<file path="config.mk">
export PLATFORM = sky130hd
export DESIGN_NAME = pong_engine
export DESIGN_NICKNAME = d
export VERILOG_FILES = /design/src/rtl/pong_engine.sv
export SDC_FILE = /design/constraint.sdc
export NUM_CORES = 1
export LEC_CHECK = 0
export ABC_AREA = 1
export BUFFER_PORTS_ARGS = -buffer_cell sky130_fd_sc_hd__buf_2
export CORE_AREA = 2 2 113 115
export DETAILED_ROUTE_END_ITERATION = 7
export DIE_AREA = 0 0 115 117
export HOLD_SLACK_MARGIN = 0.02
export PLACE_DENSITY = 0.75
export SLEW_MARGIN = 0
export SYNTH_ARGS = -nofsm -noshare
export SYNTH_HDL_FRONTEND = slang
export SYNTH_SLANG_ARGS = --single-unit
</file>
<file path="constraint.sdc">
create_clock -name clk_div -period 2.9 [get_ports clk_div]
set_input_delay 0.435 -clock clk_div [delete_from_list [all_inputs] [get_ports clk_div]]
set_output_delay 0.435 -clock clk_div [all_outputs]
set_load 0.05 [all_outputs]
</file>
<file path="src/rtl/pong_engine.sv">
// pong_engine: frame-rate Pong core with ball, player/AI paddles, scores and serve/point/over sequencing.
// Optional: define PONG_SPEEDUP_EN so that each paddle hit raises the horizontal ball speed.
module pong_engine #(
    parameter int SCREEN_W     = 640,
    parameter int SCREEN_H     = 480,
    parameter int BALL_SIZE    = 10,
    parameter int PADDLE_W     = 10,
    parameter int PADDLE_H     = 60,
    parameter int PADDLE_SPEED = 2,
    parameter int BALL_SPEED   = 2,
    parameter int AI_SPEED     = 1,
    parameter int OPP_X        = 30,
    parameter int PLAYER_X     = 610,
    parameter int WIN_SCORE    = 9,
    parameter int SERVE_FRAMES = 30,
    parameter int POS_W        = 10
) (
    input  logic             clk_div,
    input  logic             rst_n,
    input  logic             btn_up,
    input  logic             btn_down,
    input  logic             start,
    output logic [POS_W-1:0] ball_x,
    output logic [POS_W-1:0] ball_y,
    output logic [POS_W-1:0] paddle_y,
    output logic [POS_W-1:0] op_paddle_y,
    output logic [3:0]       score_p,
    output logic [3:0]       score_o,
    output logic [1:0]       state,
    output logic             hit,
    output logic             game_over
);
    typedef enum logic [1:0] {SERVE = 2'd0, PLAY = 2'd1, POINT = 2'd2, OVER = 2'd3} state_t;

    // Geometry is evaluated two bits wider than positions so sums never wrap.
    localparam int EW = POS_W + 2;
    localparam int CW = $clog2(SERVE_FRAMES + 1);
    typedef logic [EW-1:0] ext_t;

    localparam logic [POS_W-1:0] BALL_CX = POS_W'((SCREEN_W - BALL_SIZE) / 2);
    localparam logic [POS_W-1:0] BALL_CY = POS_W'((SCREEN_H - BALL_SIZE) / 2);
    localparam logic [POS_W-1:0] PAD_C   = POS_W'((SCREEN_H - PADDLE_H) / 2);
    localparam ext_t PAD_MAX  = EW'(SCREEN_H - PADDLE_H);
    localparam ext_t BY_MAX   = EW'(SCREEN_H - BALL_SIZE);
    localparam ext_t SCR_W    = EW'(SCREEN_W);
    localparam ext_t SCR_H    = EW'(SCREEN_H);
    localparam ext_t BSZ      = EW'(BALL_SIZE);
    localparam ext_t BSPD     = EW'(BALL_SPEED);
    localparam ext_t PAD_H    = EW'(PADDLE_H);
    localparam ext_t PAD_SPD  = EW'(PADDLE_SPEED);
    localparam ext_t AI_STEP  = EW'(AI_SPEED);
    localparam ext_t HALF_B   = EW'(BALL_SIZE / 2);
    localparam ext_t HALF_P   = EW'(PADDLE_H / 2);
    localparam ext_t P_FACE   = EW'(PLAYER_X);
    localparam ext_t O_FACE   = EW'(OPP_X + PADDLE_W);
    localparam logic [3:0] WIN = 4'(WIN_SCORE);

    state_t           state_q, state_d;
    logic [CW-1:0]    cnt_q, cnt_d;
    logic [POS_W-1:0] ball_x_d, ball_y_d, paddle_y_d, op_paddle_y_d;
    logic [3:0]       score_p_d, score_o_d;
    logic             dir_x, dir_x_d, dir_y, dir_y_d, hit_d;
    ext_t             speed_x;
`ifdef PONG_SPEEDUP_EN
    ext_t             speed_d;
    localparam ext_t  SPD_MAX = EW'(2 * BALL_SPEED);
`else
    assign speed_x = BSPD;
`endif

    ext_t ebx, eby, epy, eoy;
    assign ebx = EW'(ball_x);
    assign eby = EW'(ball_y);
    assign epy = EW'(paddle_y);
    assign eoy = EW'(op_paddle_y);

    logic [POS_W-1:0] py_move, oy_move, bx_step, by_step;
    logic             dx_step, dy_step, p_hit, o_hit, miss_o, miss_p;

    assign p_hit = dir_x && (ebx + BSZ <= P_FACE) && (ebx + BSZ + speed_x >= P_FACE)
                   && (eby + BSZ > epy) && (eby < epy + PAD_H);
    assign o_hit = !dir_x && (ebx >= O_FACE) && (ebx <= O_FACE + speed_x)
                   && (eby + BSZ > eoy) && (eby < eoy + PAD_H);

    always_comb begin
        py_move = paddle_y;
        if (btn_up)
            py_move = (epy < PAD_SPD) ? '0 : POS_W'(epy - PAD_SPD);
        else if (btn_down)
            py_move = (epy + PAD_SPD > PAD_MAX) ? POS_W'(PAD_MAX) : POS_W'(epy + PAD_SPD);

        // The AI chases the ball centre with its own paddle centre.
        oy_move = op_paddle_y;
        if (eby + HALF_B < eoy + HALF_P)
            oy_move = (eoy < AI_STEP) ? '0 : POS_W'(eoy - AI_STEP);
        else if (eby + HALF_B > eoy + HALF_P)
            oy_move = (eoy + AI_STEP > PAD_MAX) ? POS_W'(PAD_MAX) : POS_W'(eoy + AI_STEP);

        by_step = ball_y;
        dy_step = dir_y;
        if (!dir_y) begin
            if (eby < BSPD) begin by_step = '0; dy_step = 1'b1; end
            else            by_step = POS_W'(eby - BSPD);
        end else begin
            if (eby + BSZ + BSPD > SCR_H) begin by_step = POS_W'(BY_MAX); dy_step = 1'b0; end
            else                          by_step = POS_W'(eby + BSPD);
        end

        bx_step = ball_x;
        dx_step = dir_x;
        miss_o  = 1'b0;
        miss_p  = 1'b0;
        if (dir_x) begin
            if (p_hit) begin bx_step = POS_W'(P_FACE - BSZ); dx_step = 1'b0; end
            else if (ebx + BSZ + speed_x >= SCR_W) miss_o = 1'b1;
            else bx_step = POS_W'(ebx + speed_x);
        end else begin
            if (o_hit) begin bx_step = POS_W'(O_FACE); dx_step = 1'b1; end
            else if (ebx < speed_x) miss_p = 1'b1;
            else bx_step = POS_W'(ebx - speed_x);
        end
    end

    always_comb begin
        // NOTE: every next value defaults to the held value first, so no branch can infer a latch.
        state_d       = state_q;
        cnt_d         = cnt_q;
        ball_x_d      = ball_x;
        ball_y_d      = ball_y;
        dir_x_d       = dir_x;
        dir_y_d       = dir_y;
        paddle_y_d    = paddle_y;
        op_paddle_y_d = op_paddle_y;
        score_p_d     = score_p;
        score_o_d     = score_o;
        hit_d         = 1'b0;
`ifdef PONG_SPEEDUP_EN
        speed_d       = speed_x;
`endif
        case (state_q)
            SERVE: begin
                paddle_y_d = py_move;
                if (cnt_q == CW'(SERVE_FRAMES)) state_d = PLAY;
                else                            cnt_d   = cnt_q + 1'b1;
            end
            PLAY: begin
                paddle_y_d    = py_move;
                op_paddle_y_d = oy_move;
                if (miss_o || miss_p) begin
                    state_d = POINT;
                    if (miss_o && score_o != WIN) score_o_d = score_o + 1'b1;
                    if (miss_p && score_p != WIN) score_p_d = score_p + 1'b1;
                end else begin
                    ball_x_d = bx_step;
                    dir_x_d  = dx_step;
                    ball_y_d = by_step;
                    dir_y_d  = dy_step;
                    hit_d    = p_hit || o_hit;
`ifdef PONG_SPEEDUP_EN
                    if ((p_hit || o_hit) && speed_x < SPD_MAX) speed_d = speed_x + 1'b1;
`endif
                end
            end
            POINT: begin
                paddle_y_d = py_move;
                if (score_p == WIN || score_o == WIN) begin
                    state_d = OVER;
                end else begin
                    // dir_x was left untouched by the miss, so it already points at the conceding side.
                    state_d  = SERVE;
                    ball_x_d = BALL_CX;
                    ball_y_d = BALL_CY;
                    dir_y_d  = !dir_y;
                    cnt_d    = '0;
`ifdef PONG_SPEEDUP_EN
                    speed_d  = BSPD;
`endif
                end
            end
            OVER: begin
                if (start) begin
                    state_d   = SERVE;
                    score_p_d = '0;
                    score_o_d = '0;
                    ball_x_d  = BALL_CX;
                    ball_y_d  = BALL_CY;
                    cnt_d     = '0;
`ifdef PONG_SPEEDUP_EN
                    speed_d   = BSPD;
`endif
                end
            end
            default: state_d = SERVE;
        endcase
    end

    always_ff @(posedge clk_div) begin
        // NOTE: state registers use non-blocking assignments so every flop samples pre-edge values.
        if (!rst_n) begin
            state_q     <= SERVE;
            cnt_q       <= '0;
            ball_x      <= BALL_CX;
            ball_y      <= BALL_CY;
            dir_x       <= 1'b1;
            dir_y       <= 1'b1;
            paddle_y    <= PAD_C;
            op_paddle_y <= PAD_C;
            score_p     <= '0;
            score_o     <= '0;
            hit         <= 1'b0;
`ifdef PONG_SPEEDUP_EN
            speed_x     <= BSPD;
`endif
        end else begin
            state_q     <= state_d;
            cnt_q       <= cnt_d;
            ball_x      <= ball_x_d;
            ball_y      <= ball_y_d;
            dir_x       <= dir_x_d;
            dir_y       <= dir_y_d;
            paddle_y    <= paddle_y_d;
            op_paddle_y <= op_paddle_y_d;
            score_p     <= score_p_d;
            score_o     <= score_o_d;
            hit         <= hit_d;
`ifdef PONG_SPEEDUP_EN
            speed_x     <= speed_d;
`endif
        end
    end

    assign state     = state_q;
    assign game_over = (state_q == OVER);

endmodule

</file>
# Word-level counts from Yosys, hierarchy flattened
# Cells that the tools add are included.
# word_totals
regBits,58
inputBits,5
output_inout_bits,52
elab_cells,158
# op_classes
add_sub_neg,19
magnitude_cmp,18
n_eq_ne,18
mux,55
bitwise,3
n_reduce_logical,34
# op_table
operator,n
10-bit two-way mux,22
10-bit case mux with 3 select lines,2
12-bit by 9-bit greater-than comparator with 1-bit output (second input constant),3
10-bit by 2-bit less-than comparator with 1-bit output (second input constant),3
10-bit by 2-bit subtractor with 10-bit output (second input constant),3
11-bit by 2-bit adder with 12-bit output (second input constant),2
12-bit by 10-bit >= comparator with 1-bit output (second input constant),2
12-bit by 10-bit greater-than comparator with 1-bit output,2
10-bit by 4-bit adder with 11-bit output (second input constant),2
10-bit by 6-bit adder with 11-bit output (second input constant),2
10-bit by 11-bit less-than comparator with 1-bit output,2
10-bit by 2-bit adder with 10-bit output (second input constant),2
4-bit two-way mux,5
2-bit != test (second input constant),8
4-bit != test (second input constant),4
4-bit case mux with 2 select lines,2
4-bit AND reduction,4
5-bit two-way mux,3
5-bit case mux with 3 select lines,1
1-bit two-way mux,14
12-bit by 10-bit <= comparator with 1-bit output (second input constant),1
12-bit less-than comparator,1
10-bit by 1-bit adder with 11-bit output (second input constant),1
10-bit by 2-bit adder with 11-bit output (second input constant),1
other kinds (27),55

# Logic depth before layout (Yosys ltp)
# Gate-level depths: netlist of the first run.
# depth
word_depth,12
mapped_depth,24
mapped_depth_nobuf,23

# Least setup slack after synthesis of the first run
# Ideal clock, no wire load.
# synth_path
kind,reg-to-reg
start,register ball_y[2]
end,register dir_x
setup_time_ns,0.133
t_arrival_ns,3.265
required_time_ns,2.767
path_slack_ns,-0.499
stages_incl_launch_ff,24
path_buffers,1
period_less_slack_ns,3.399
path_cell_list,dfxtp_1 ha_1 inv_1 a21oi_1 nand2_1 nand2_1 o21a_1 inv_1 ha_1 nand2_1 o21a_1 o211ai_1 nor2_1 nor2_1 nand2_1 nor2_1 nand2_2 buf_6 nand2_4 nor2_2 nor2_2 nand2_2 nand2_1 nand3_1
# synth_between
elab_chain_len,9
elab_cells_between_ends,19
cone_classes,add/sub: 1; order compare: 4; mux: 7; bitwise: 1; reduce/logical: 6
# synth_lines
item,line,text
start: declaration,24,"output logic [POS_W-1:0] ball_y,"
start signal: assignment,218,ball_y <= ball_y_d;
10-bit by 4-bit adder with 11-bit output,"81, 83",
12-bit by 10-bit greater-than comparator with 1-bit output (on tied branches),"81, 83",
1-bit logical AND (on tied branches) (2 in series),"81, 83",
1-bit two-way mux (on tied branches),"114, 118",
1-bit two-way mux,113,if (dir_x) begin
1-bit logical OR,149,if (miss_o || miss_p) begin
1-bit inverter (no line),-,
2-bit AND reduction (no line),-,
end signal: assignment,219,dir_x <= dir_x_d;
end: declaration,62,"logic dir_x, dir_x_d, dir_y, dir_y_d, hit_d;"
# Several ways; a longest one is shown, not always the timed one.
# A chain may end at the register's enable or synchronous reset.

# Worst setup path in the final report of the first run
# layout_path
start,register ball_y[2]
end,register score_o[1]
# layout_between
elab_chain_len,9
elab_cells_between_ends,18
cone_classes,add/sub: 1; order compare: 4; eq/ne: 2; mux: 4; reduce/logical: 7
# layout_lines
item,line,text
10-bit by 4-bit adder with 11-bit output,"81, 83",
12-bit by 10-bit greater-than comparator with 1-bit output (on tied branches),"81, 83",
1-bit logical AND (on tied branches) (2 in series),"81, 83",
1-bit two-way mux (on tied branches),"114, 118",
1-bit two-way mux,113,
1-bit logical AND or 1-bit logical OR (tied branches),"151, 149",
2-bit != test (no line),-,
4-bit AND reduction (no line) *,-,
end signal: assignment,224,score_o <= score_o_d;
end: declaration,28,"output logic [3:0] score_o,"
# Every way passes the cells marked *; elsewhere a longest branch is shown, timed or not.

==> results of run 1 <==
## final cells by class
type,instances,area share (%)
Inverter,123,5.51
Timing Repair Buffer,150,12.7
Sequential cell,57,13.8
Tap cell,150,2.16
Clock buffer,10,2.76
Multi-Input combinational cell,843,62.5
Clock inverter,6,0.548
## critical path: cells and delay by family (launching register included)
kind / cells / cell delay [ps]
adders and majority gates: 1 / 270
DFF: 1 / 360
and+or+nand+nor: 13 / 1160
AOI/OAI and AO/OA: 3 / 410
buffers and inverters: 6 / 710
## power by group through the flow
stage                     logic (mW)  clock network [mW]  registers [mW]
after floorplan                0.225                   0           0.872
after global placement         0.364                   0           0.827
after global routing           0.447                1.10           0.815
after CTS                      0.380                1.07           0.811
final                          0.397                1.06           0.811
after detailed placement       0.366                   0           0.828
## repair_timing
item                       in CTS  in global routing
cloned                          2                  0
pin swaps                      33                 51
setup buffers                   9                  9
setup endpoints to repair      32                 39
gates resized for setup        46                102
## how the worst min path moves through the flow
stage	startpoint	to
3_3_place_gp	cnt_q[0]	cnt_q[0]
2_1_floorplan	cnt_q[0]	cnt_q[0]
4_1_cts	btn_up	paddle_y[3]
3_5_place_dp	ball_x[0]	ball_x[0]
6_report	btn_up	paddle_y[3]
5_1_grt	btn_up	paddle_y[3]
## stage by stage
step / util, % / std cells
2_1_floorplan: - / 1054
3_3_place_gp: 62.5 / 1307
3_5_place_dp: 62.5 / 1307
4_1_cts: 67.3 / 1334
5_1_grt: 70.4 / 1339
6_report: 70.4 / 1339
## state kept, by name, summed over array words and instances (netlist names)
signal	cells
ball_x	10
ball_y	10
op_paddle_y	10
paddle_y	9
cnt_q	5
score_o	4
score_p	4
state	2
dir_x	1
dir_y	1
hit	1
## cell usage in the layout, fill, tap and decap left out, types with 5 or more instances in the layout
cell | Yosys | routed
inv_1 | 112 | 101
xnor2_1 | 9 | 9
xor2_1 | 65 | 64
buf_4 | 4 | 79
nand3b_1 | 6 | 6
dfxtp_1 | 57 | 35
buf_2 | 11 | 55
a211oi_1 | 9 | 8
a21oi_1 | 61 | 52
nand3_2 | 4 | 9
buf_12 | 0 | 5
o211ai_1 | 13 | 13
inv_2 | 6 | 12
nor2_4 | 4 | 9
ha_4 | 0 | 10
nor3_1 | 21 | 20
ha_1 | 79 | 69
nor2_2 | 8 | 21
dfxtp_2 | 0 | 12
a31oi_1 | 8 | 7
nand2_2 | 8 | 19
dfxtp_4 | 0 | 10
nand2_4 | 2 | 14
nor2_1 | 112 | 94
nand3_1 | 72 | 65
o21ai_0 | 66 | 56
a21oi_2 | 4 | 10
nand2_1 | 244 | 220
o21ai_1 | 4 | 11
nand4_1 | 16 | 16
clkbuf_16 | 0 | 9
inv_4 | 1 | 7
buf_6 | 3 | 8
## layer usage
layer,up-vias,part of all wire (%)
met2,355,46
met4,0,2.6
met1,3502,44
li1,3746,-
met3,63,7.7
met5,-,0
## cells by family after synthesis
logic type / share of synthesized area, %
adder cells (fa/ha/maj): 14.8
flip-flops: 17.1
buffers and inverters: 9.46
other: 0.0561
AND/OR/NAND/NOR: 33.8
AO/OA/AOI/OAI: 15.2
XOR/XNOR: 9.69
==> impl_results.md, run 1 <==
* Most common cell in the netlist: nand2_1
* Reg2reg start: ball_y[2]
* CTS max path bufs at 2
* H-tree depth at 3
* Power density cells at ~260 nW/µm²
* Worst setup path start: ball_y[2]
* Initial core utilization at 54.3%
* Met1 usage at 42.3%
* Final hold viol count at 0
* Final max-slew violation count at 0
* First-pass GRT wire length at 33.9 mm
* Initial antenna violation count at 0
* Post-place setup slack at -150 ps
* Hold path depth at 4
* GR Layer Usage met2 at 51.8%
* First-pass DRT Iterations at 5
* Clk sinks at 57
* Comb power frac at ~18%
* Fin nets at 1268
* Tcrit/Tclk final at 104%
* Buffers on Ports at 55
* Failing checks: setup timing
* CP Cell Sequence: buf_8 > a21oi_4 > nor2_4 > buf_4 > nand2_1 > nand2_1 > nand2_1 > inv_2 > ha_4 > nand2_2 > nor2_2 > nand2_1 > buf_4 > o21ai_1 > nor2_1 > nand2_1 > nor2_2 > nand2_2 > buf_6 > buf_6 > nand4_4 > or2_1 > a21oi_2
* Seq/Total Area, Yosys at 17.1%
* Critical Path AT at 3280 ps
* Internal power at 1.55 mW
* Syn Inst Count at between 1000 and 1500
* Most used cell, CP: nand2_1
* Area leader, netlist: dfxtp_1
* Post-synth EDFFs at 0
* Synth Flop Type: dfxtp_1
* CTS Hold Buffers Added at 0
* Multi-input logic area at 5420 µm²
* Fillers at 1019
* Hold Crit Class: input pin to flip-flop
* DP Area at 7690 µm²
* RD Place Congestion at 0.968
* CTS tree: yes
* Initial drt markers at 671
* Hpwl dp at 15.5 mm
* Async S/R FF share, synth at 0%
* RSZ-0062 raised after global routing: yes
* Tot Pwr at between 2 and 2.5 mW
* Die H at approximately 120 µm
* Clock power share at 46.7%
* # setup viols final at 27
* Actual slew at the worst max-slew pin at 911 ps
* GR peak layer: met2
* Setup CP Type: flip-flop to flip-flop
* ANT cells at 0
* Sw frac at 31.7%
* Yosys cell types at 48
* Startpoint type of the worst setup path: flip-flop
* Die W at 115 µm
* Switching power total at approximately 0.72 mW
* Synth warn at 0
* Clk Latency, worst-skew pair at 350 ps
* Setup TNS at -1810 ps
* Cell depth of the worst flop-to-flop path at 23
* Slowest Stage Delay on Critical Path at 360 ps
* Largest net degree at the start of global routing at 19
* Slowest CP cell: dfxtp_4
* Mapped Area at 6690 µm²
* Die area at 13500 µm²
* Aggregate routed wire length at 21.7 mm
* Crit end category: flip-flop
* GRT overflow at 0
* Worst clock skew at 11.2 ps
* Slew HR at 38.9%
* Status: finished, violations left
* Register area at 1190 µm²
* DRC viols at 0
* Synthesis-to-finish area growth at 29.6%
* R2R setup slack at -120 ps
* Worst Hold Slack at 421 ps
* Share of the synthesized area in the top cell type at 17.1%
* Syn avg cell area at roughly 6.3 µm²
* Total global-route track usage at 31.7%
* Share of cells above drive strength 1 at 26.7%
* Synth cell count leaders: nand2_1, inv_1, nor2_1
* Worst EP required at approximately 3200 ps
* Crit path capture: score_o[1]
* Worst setup margin at -117 ps
* Fin area at 8670 µm²
* CP max FO at 6
* Via count of the routed design at 7666
* Leak at 4.26 nW
* Post-layout min period at 3020 ps
* Fmax at 0.331 GHz
* Flop pwr share at 35.8%
* Register bit total from synthesis at 57
* CTS buffer count at 9
* Site Rows at 41
* CTS root buf: clkbuf_16
* Synth Net Count at approximately 1100
* Number of global-route vias before repair at 7033
* WL/cell at 16.2 µm
* FF-to-FF End: score_o[1]
* Clock transition at path regs at 60 ps
* Ranking of synthesized cells by area: dfxtp_1, ha_1, nand2_1, xor2_1, inv_1
* Max Cap Viol at 0
* DR vias/cell at 5.73
* Final antenna-violating net count at 0
* Core area at 12300 µm²
* Worst VDD drop at 0.266 mV
* Met3 Use GR at 4.48%
* I/O Pins at 57
Power figures use the tool's default switching activity.
==> run 2, diff against run 1 <==
- CORE_AREA: 2 2 113 115 -> 2 2 103 125
- DIE_AREA: 0 0 115 117 -> 0 0 105 127
- PLACE_DENSITY: 0.75 -> 0.76
- SLEW_MARGIN: 0 -> 20
==> run 2 against run 1 <==
Effect of this change: the flow still finishes with violations (setup timing); critical path type unchanged; largest power group unchanged; fmax shrank 2.7%; clock power hardly changed; register-to-register slack lost 80 ps; global-route usage rose by 0.40 points; count of clock-buffer cells in the layout unchanged; critical path depth fell by 1; non-clock buffer count rose by 33; core utilization rose by 3.5 points; sequential share of layout area decreased by 0.32 points.
==> impl_results.md, run 2 (synthesis results as in run 1) <==
* Share of cells above drive strength 1 at 29.1% (was 26.7%)
* CP max FO at 4 (was 6)
* Initial core utilization at 55.7% (was 54.3%)
* DRC viols at 0 (unchanged)
* H-tree depth at 3 (unchanged)
* Final max-slew violation count at 0 (unchanged)
* Hold Crit Class: input pin to flip-flop (unchanged)
* Clk sinks at 57 (unchanged)
* Final hold viol count at 0 (unchanged)
* Most common cell after layout, fill and taps aside: nand2_1 (unchanged)
* Power density cells at 266 nW/µm² (was 261 nW/µm²)
* Initial drt markers at 657 (was 671)
* Core area at 12000 µm² (was 12300 µm²)
* Final antenna-violating net count at 0 (unchanged)
* First-pass DRT Iterations at 7 (was 5)
* Failing checks: setup timing (unchanged)
* Util after Layout at 73.9% (was 70.4%)
* Actual slew at the worst max-slew pin at 872 ps (was 911 ps)
* Hpwl dp at 15.8 mm (was 15.5 mm)
* Critical Path AT at 3300 ps (was 3280 ps)
* Startpoint type of the worst setup path: flip-flop (unchanged)
* CP Cell Sequence: ha_4 > inv_4 > buf_4 > buf_4 > nand2_1 > nand2_1 > ha_1 > nand2_1 > nor2_1 > a211oi_1 > nor2_1 > nor2_1 > nor2_2 > nand2_1 > nor2_4 > buf_4 > buf_4 > buf_4 > buf_4 > buf_4 > a21oi_2 > nor3_2 (was buf_8 > a21oi_4 > nor2_4 > buf_4 > nand2_1 > nand2_1 > nand2_1 > inv_2 > ha_4 > nand2_2 > nor2_2 > nand2_1 > buf_4 > o21ai_1 > nor2_1 > nand2_1 > nor2_2 > nand2_2 > buf_6 > buf_6 > nand4_4 > or2_1 > a21oi_2)
* I/O Pins at 57 (unchanged)
* Largest registers: ball_x: 10 flops, ball_y: 10 flops, op_paddle_y: 10 flops (unchanged)
* Total global-route track usage at 32.1% (was 31.7%)
* Slew HR at 41.5% (was 38.9%)
* RD Place Congestion at 0.953 (was 0.968)
* Worst EP required at 3100 ps (was 3160 ps)
* Status: finished, violations left (unchanged)
* Fmax at 0.322 GHz (was 0.331 GHz)
* CTS Hold Buffers Added at 0 (unchanged)
* Most frequent cells in the layout: nand2_1, buf_4, inv_1 (was nand2_1, inv_1, nor2_1)
* Slowest CP cell: dfxtp_4 (unchanged)
* # setup viols final at 29 (was 27)
* Die area at 13300 µm² (was 13500 µm²)
* Leak at 4.40 nW (was 4.26 nW)
* First-pass GRT wire length at 34.9 mm (was 33.9 mm)
* Clk Latency, worst-skew pair at 340 ps (was 350 ps)
* Slowest Stage Delay on Critical Path at 370 ps (was 360 ps)
* Final Instance Count excl. Fillers at 1383 (was 1339)
* DR vias/cell at 5.73 (about the same)
* Most used cell, CP: buf_4 (was nand2_1)
* CTS root buf: clkbuf_16 (unchanged)
* Worst VDD drop at 0.242 mV (was 0.266 mV)
* CTS buffer count at 9 (unchanged)
* Largest net degree at the start of global routing at 23 (was 19)
* Aggregate routed wire length at 22.5 mm (was 21.7 mm)
* Number of global-route vias before repair at 7502 (was 7033)
* Worst setup margin at -201 ps (was -117 ps)
* ANT cells at 0 (unchanged)
* CTS max path bufs at 2 (unchanged)
* Initial antenna violation count at 0 (unchanged)
* Delay-heaviest family, CP: buffers and inverters (was simple AND/OR/NAND/NOR gates)
* Cells after DPL at 1340 (was 1307)
* Die H at 127 µm (was 117 µm)
* Tcrit/Tclk final at 107% (was 104%)
* Post-layout min period at 3100 ps (was 3020 ps)
* Post-place setup slack at -214 ps (was -150 ps)
* Site Rows at 44 (was 41)
* Via count of the routed design at 7926 (was 7666)
* RSZ-0062 raised after global routing: yes (unchanged)
* Fin area at 8870 µm² (was 8670 µm²)
* CTS tree: yes (unchanged)
* R2R setup slack at -200 ps (was -120 ps)
* Clock transition at path regs at 60 ps (about the same)
* Synthesis-to-finish area growth at 32.6% (was 29.6%)
* WL/cell at 16.3 µm (was 16.2 µm)
* Buffers on Ports at 55 (unchanged)
* Bufs and invs on worst path at 8 (was 6)
* Crit end category: flip-flop (unchanged)
* DP Area at 7830 µm² (was 7690 µm²)
* Fin nets at 1301 (was 1268)
* GRT overflow at 0 (unchanged)
* Worst clock skew at 13.6 ps (was 11.2 ps)
* Die W at 105 µm (was 115 µm)
* Setup CP Type: flip-flop to flip-flop (unchanged)
* Max Cap Viol at 0 (unchanged)
==> run 2: worst reg2reg max path: cells and delay by family, from the launching register on <==
kind | cells | cell delay, ps
DFF | 1 | 370
and+or+nand+nor | 10 | 810
adders and majority gates | 2 | 480
AOI/OAI and AO/OA | 2 | 370
buffers and inverters | 8 | 920
==> run 2: layer usage <==
metal,up-vias,share of wire [%],global-route usage [%]
li1,3803,-,-
met1,3650,38,35.5
met2,361,50,58.3
met3,112,6.8,5.56
met4,0,5.3,17.2
met5,-,0,0
==> run 2: path summary, 6_finish.rpt <==
| check | depth (start not counted) | start | endpoint |
|---|---|---|---|
| hold / removal | 2 | rst_n | op_paddle_y[7] |
| hold reg to reg | 2 | cnt_q[0] | cnt_q[0] |
| setup / recovery | 22 | ball_y[2] | hit |
| setup reg to reg | 22 | ball_y[2] | hit |
==> run 2: what timing repair did <==
action | in CTS | in global routing
setup endpoints to repair | 39 | 39
gates cloned | 2 | 0
pin swaps | 12 | 40
gates resized for setup | 55 | 93
setup buffers | 19 | 9
hold endpoints to repair | 0 | 0
==> run 2: layout make-up <==
cell class | instances | area (µm²)
Timing Repair Buffer | 183 | 1310
Tap cell | 161 | 201
Clock inverter | 6 | 66.3
Clock buffer | 10 | 229
Inverter | 123 | 469
Multi-Input combinational cell | 843 | 5400
Sequential cell | 57 | 1190
Fill cell | 981 | 3130
==> run 2: power by group <==
part	internal [mW]	switching (mW)
registers	0.793	0.0141
logic	0.182	0.279
clock network	0.669	0.425
==> run 2: per-stage QoR <==
| stage | setup TNS (ps) | hold WS (ps) | total power [mW] |
|---|---|---|---|
| 6_report | -3150 | 355 | 2.36 |
| 2_1_floorplan | -12.1 | 471 | 1.10 |
| 3_5_place_dp | -4890 | 496 | 1.21 |
| 3_3_place_gp | -2180 | 489 | 1.21 |
| 5_1_grt | -8190 | 363 | 2.45 |
| 4_1_cts | -2160 | 345 | 2.34 |
==> run 3, diff against run 2 <==
- clock period: 2.9 -> 2.7 ns (I/O delays scaled with it)
==> run 3 against run 2 <==
Effect of this change: the flow still finishes with violations (setup timing); sequential power rose by 7.2%; combinational power rose by 6.1%; wire length rose by 6.1%.
==> impl_results.md, run 3 (synthesis results as in run 1) <==
* WL/cell at 17.0 µm (was 16.3 µm)
* Worst EP required at 2930 ps (was 3100 ps)
* GRT overflow at 0 (unchanged)
* Failing checks: setup timing (unchanged)
* DR vias/cell at 5.75 (was 5.73)
* Actual slew at the worst max-slew pin at 615 ps (was 872 ps)
* Via count of the routed design at 8078 (was 7926)
* Clock transition at path regs at 70 ps (was 60 ps)
* R2R setup slack at -610 ps (was -200 ps)
* Cell depth of the worst setup path at 23 (was 22)
* RSZ-0062 raised after global routing: yes (unchanged)
* Initial antenna violation count at 0 (unchanged)
* Tot Pwr at 2.58 mW (was 2.36 mW)
* Setup CP Type: flip-flop to flip-flop (unchanged)
* Fmax at 0.302 GHz (was 0.322 GHz)
* Critical Path AT at 3550 ps (was 3300 ps)
* Power density cells at 283 nW/µm² (was 266 nW/µm²)
* Total global-route track usage at 33.3% (was 32.1%)
* First-pass GRT wire length at 36.0 mm (was 34.9 mm)
* Most common cell after layout, fill and taps aside: nand2_1 (unchanged)
* Cells after DPL at 1363 (was 1340)
* Buffers on Ports at 55 (unchanged)
* DP Area at 8100 µm² (was 7830 µm²)
* CTS root buf: clkbuf_16 (unchanged)
* Worst clock skew at 12.0 ps (was 13.6 ps)
* Most used cell, CP: nor2_1 (was buf_4)
* Crit end category: flip-flop (unchanged)
* Die W at 105 µm (unchanged)
* Setup TNS at -16470 ps (was -3150 ps)
* Tcrit/Tclk final at 123% (was 107%)
* CTS tree: yes (unchanged)
* Final antenna-violating net count at 0 (unchanged)
* Final max-slew violation count at 0 (unchanged)
* Initial core utilization at 55.7% (unchanged)
* Hold Crit Start: btn_up (was rst_n)
* Aggregate routed wire length at 23.9 mm (was 22.5 mm)
* Max Cap Viol at 0 (unchanged)
* Synthesis-to-finish area growth at 36.2% (was 32.6%)
* Core area at 12000 µm² (unchanged)
* Cell depth of the worst flop-to-flop path at 23 (was 22)
* CTS buffer count at 9 (unchanged)
* Die H at 127 µm (unchanged)
* Final hold viol count at 0 (unchanged)
* Largest net degree at the start of global routing at 18 (was 23)
* ANT cells at 0 (unchanged)
* Final Instance Count excl. Fillers at 1405 (was 1383)
* Share of cells above drive strength 1 at 31.3% (was 29.1%)
* RD Place Congestion at 0.950 (was 0.953)
* Die area at 13300 µm² (unchanged)
* Crit path capture: ball_y[2] (was hit)
* CP max FO at 8 (was 4)
* Reg2reg start: ball_y[2] (unchanged)
* Hold Crit Class: input pin to flip-flop (unchanged)
* Slowest CP cell: dfxtp_4 (unchanged)
* Fin area at 9110 µm² (was 8870 µm²)
* Leak at 4.54 nW (was 4.40 nW)
* H-tree depth at 3 (unchanged)
* Startpoint type of the worst setup path: flip-flop (unchanged)
* Worst setup path start: ball_y[2] (unchanged)
* Worst setup margin at -615 ps (was -201 ps)
* CP Cell Sequence: ha_4 > inv_4 > a21oi_4 > buf_4 > nand2_2 > xor2_4 > ha_4 > nand2_1 > nor2_1 > nand2_1 > nor2_1 > nor2_1 > nor2_1 > nand2_1 > nor2_2 > nand2_2 > nand3_4 > nand2_4 > nor2_4 > buf_12 > nand2_4 > nand2_2 > nor2_1 (was ha_4 > inv_4 > buf_4 > buf_4 > nand2_1 > nand2_1 > ha_1 > nand2_1 > nor2_1 > a211oi_1 > nor2_1 > nor2_1 > nor2_2 > nand2_1 > nor2_4 > buf_4 > buf_4 > buf_4 > buf_4 > buf_4 > a21oi_2 > nor3_2)
* First-pass DRT Iterations at 6 (was 7)
* DRC viols at 0 (unchanged)
* Bufs and invs on worst path at 3 (was 8)
* Initial drt markers at 471 (was 657)
* Clk Latency, worst-skew pair at 350 ps (was 340 ps)
* Site Rows at 44 (unchanged)
* Hpwl dp at 16.4 mm (was 15.8 mm)
* Most frequent cells in the layout: nand2_1, buf_4, inv_1 (unchanged)
* Slew HR at 58.7% (was 41.5%)
* Slowest Stage Delay on Critical Path at 400 ps (was 370 ps)
* Largest registers: ball_x: 10 flops, ball_y: 10 flops, op_paddle_y: 10 flops (unchanged)
* FF-to-FF End: ball_y[2] (was hit)
* Delay-heaviest family, CP: simple AND/OR/NAND/NOR gates (was buffers and inverters)
* Status: finished, violations left (unchanged)
* Fin nets at 1323 (was 1301)
* CTS max path bufs at 2 (unchanged)
* Post-layout min period at 3310 ps (was 3100 ps)
* I/O Pins at 57 (unchanged)
* Clk sinks at 57 (unchanged)
* Worst VDD drop at 0.228 mV (was 0.242 mV)
* Number of global-route vias before repair at 7659 (was 7502)
* # setup viols final at 39 (was 29)
run 3: through the flow:
step	hold WS (ps)	setup slack, ps	util (%)
after floorplan	471	-133	-
after global placement	479	-184	67.5
after detailed placement	494	-297	67.5
after CTS	418	-221	72.7
after global routing	437	-777	75.9
final	430	-615	75.9
run 3: cell type report:
| cell class | instances | area (µm²) |
|---|---|---|
| fillers | 947 | 2890 |
| multi-input cells | 843 | 5420 |
| well taps | 161 | 201 |
| flip-flops and latches | 57 | 1210 |
| clock inverters | 5 | 38.8 |
| repair buffers | 205 | 1500 |
| inverters | 123 | 477 |
| clock buffers | 11 | 275 |
run 3: how the worst min path moves through the flow:
stage	end	slack [ps]	depth (start not counted)
final	paddle_y[3]	430	4
after global routing	op_paddle_y[7]	440	2
after CTS	paddle_y[3]	420	4
after detailed placement	ball_x[0]	490	2
after global placement	ball_x[0]	480	2
after floorplan	cnt_q[0]	470	2
run 3: tightest hold or removal path, stage by stage:
cell	delay [ps]
buf_2	130
nor2_1	70
nand2_1	50
a31oi_1	70
run 3: layer usage:
layer / global-route usage [%] / vias to the layer above / part of all wire, %
met5: 0 / - / 0
li1: - / 3851 / -
met1: 35.1 / 3735 / 37
met2: 60.7 / 342 / 50
met4: 21.6 / 0 / 7.4
met3: 5.77 / 150 / 5.9
run 3: what timing repair did:
action / 4_1_cts / 5_1_grt
cloned: 1 / 1
buffers inserted: 18 / 8
hold buffers: 0 / 0
pin swaps: 8 / 42
gates resized for setup: 47 / 89
endpoints found under the setup margin: 39 / 39
endpoints found under the hold margin: 0 / 0
run 3: where the power goes:
group	switching (mW)	leakage, nW	internal, mW
clock network	0.485	0.158	0.743
registers	0.0168	0.467	0.849
logic	0.296	3.91	0.193
total	0.797	4.54	1.78
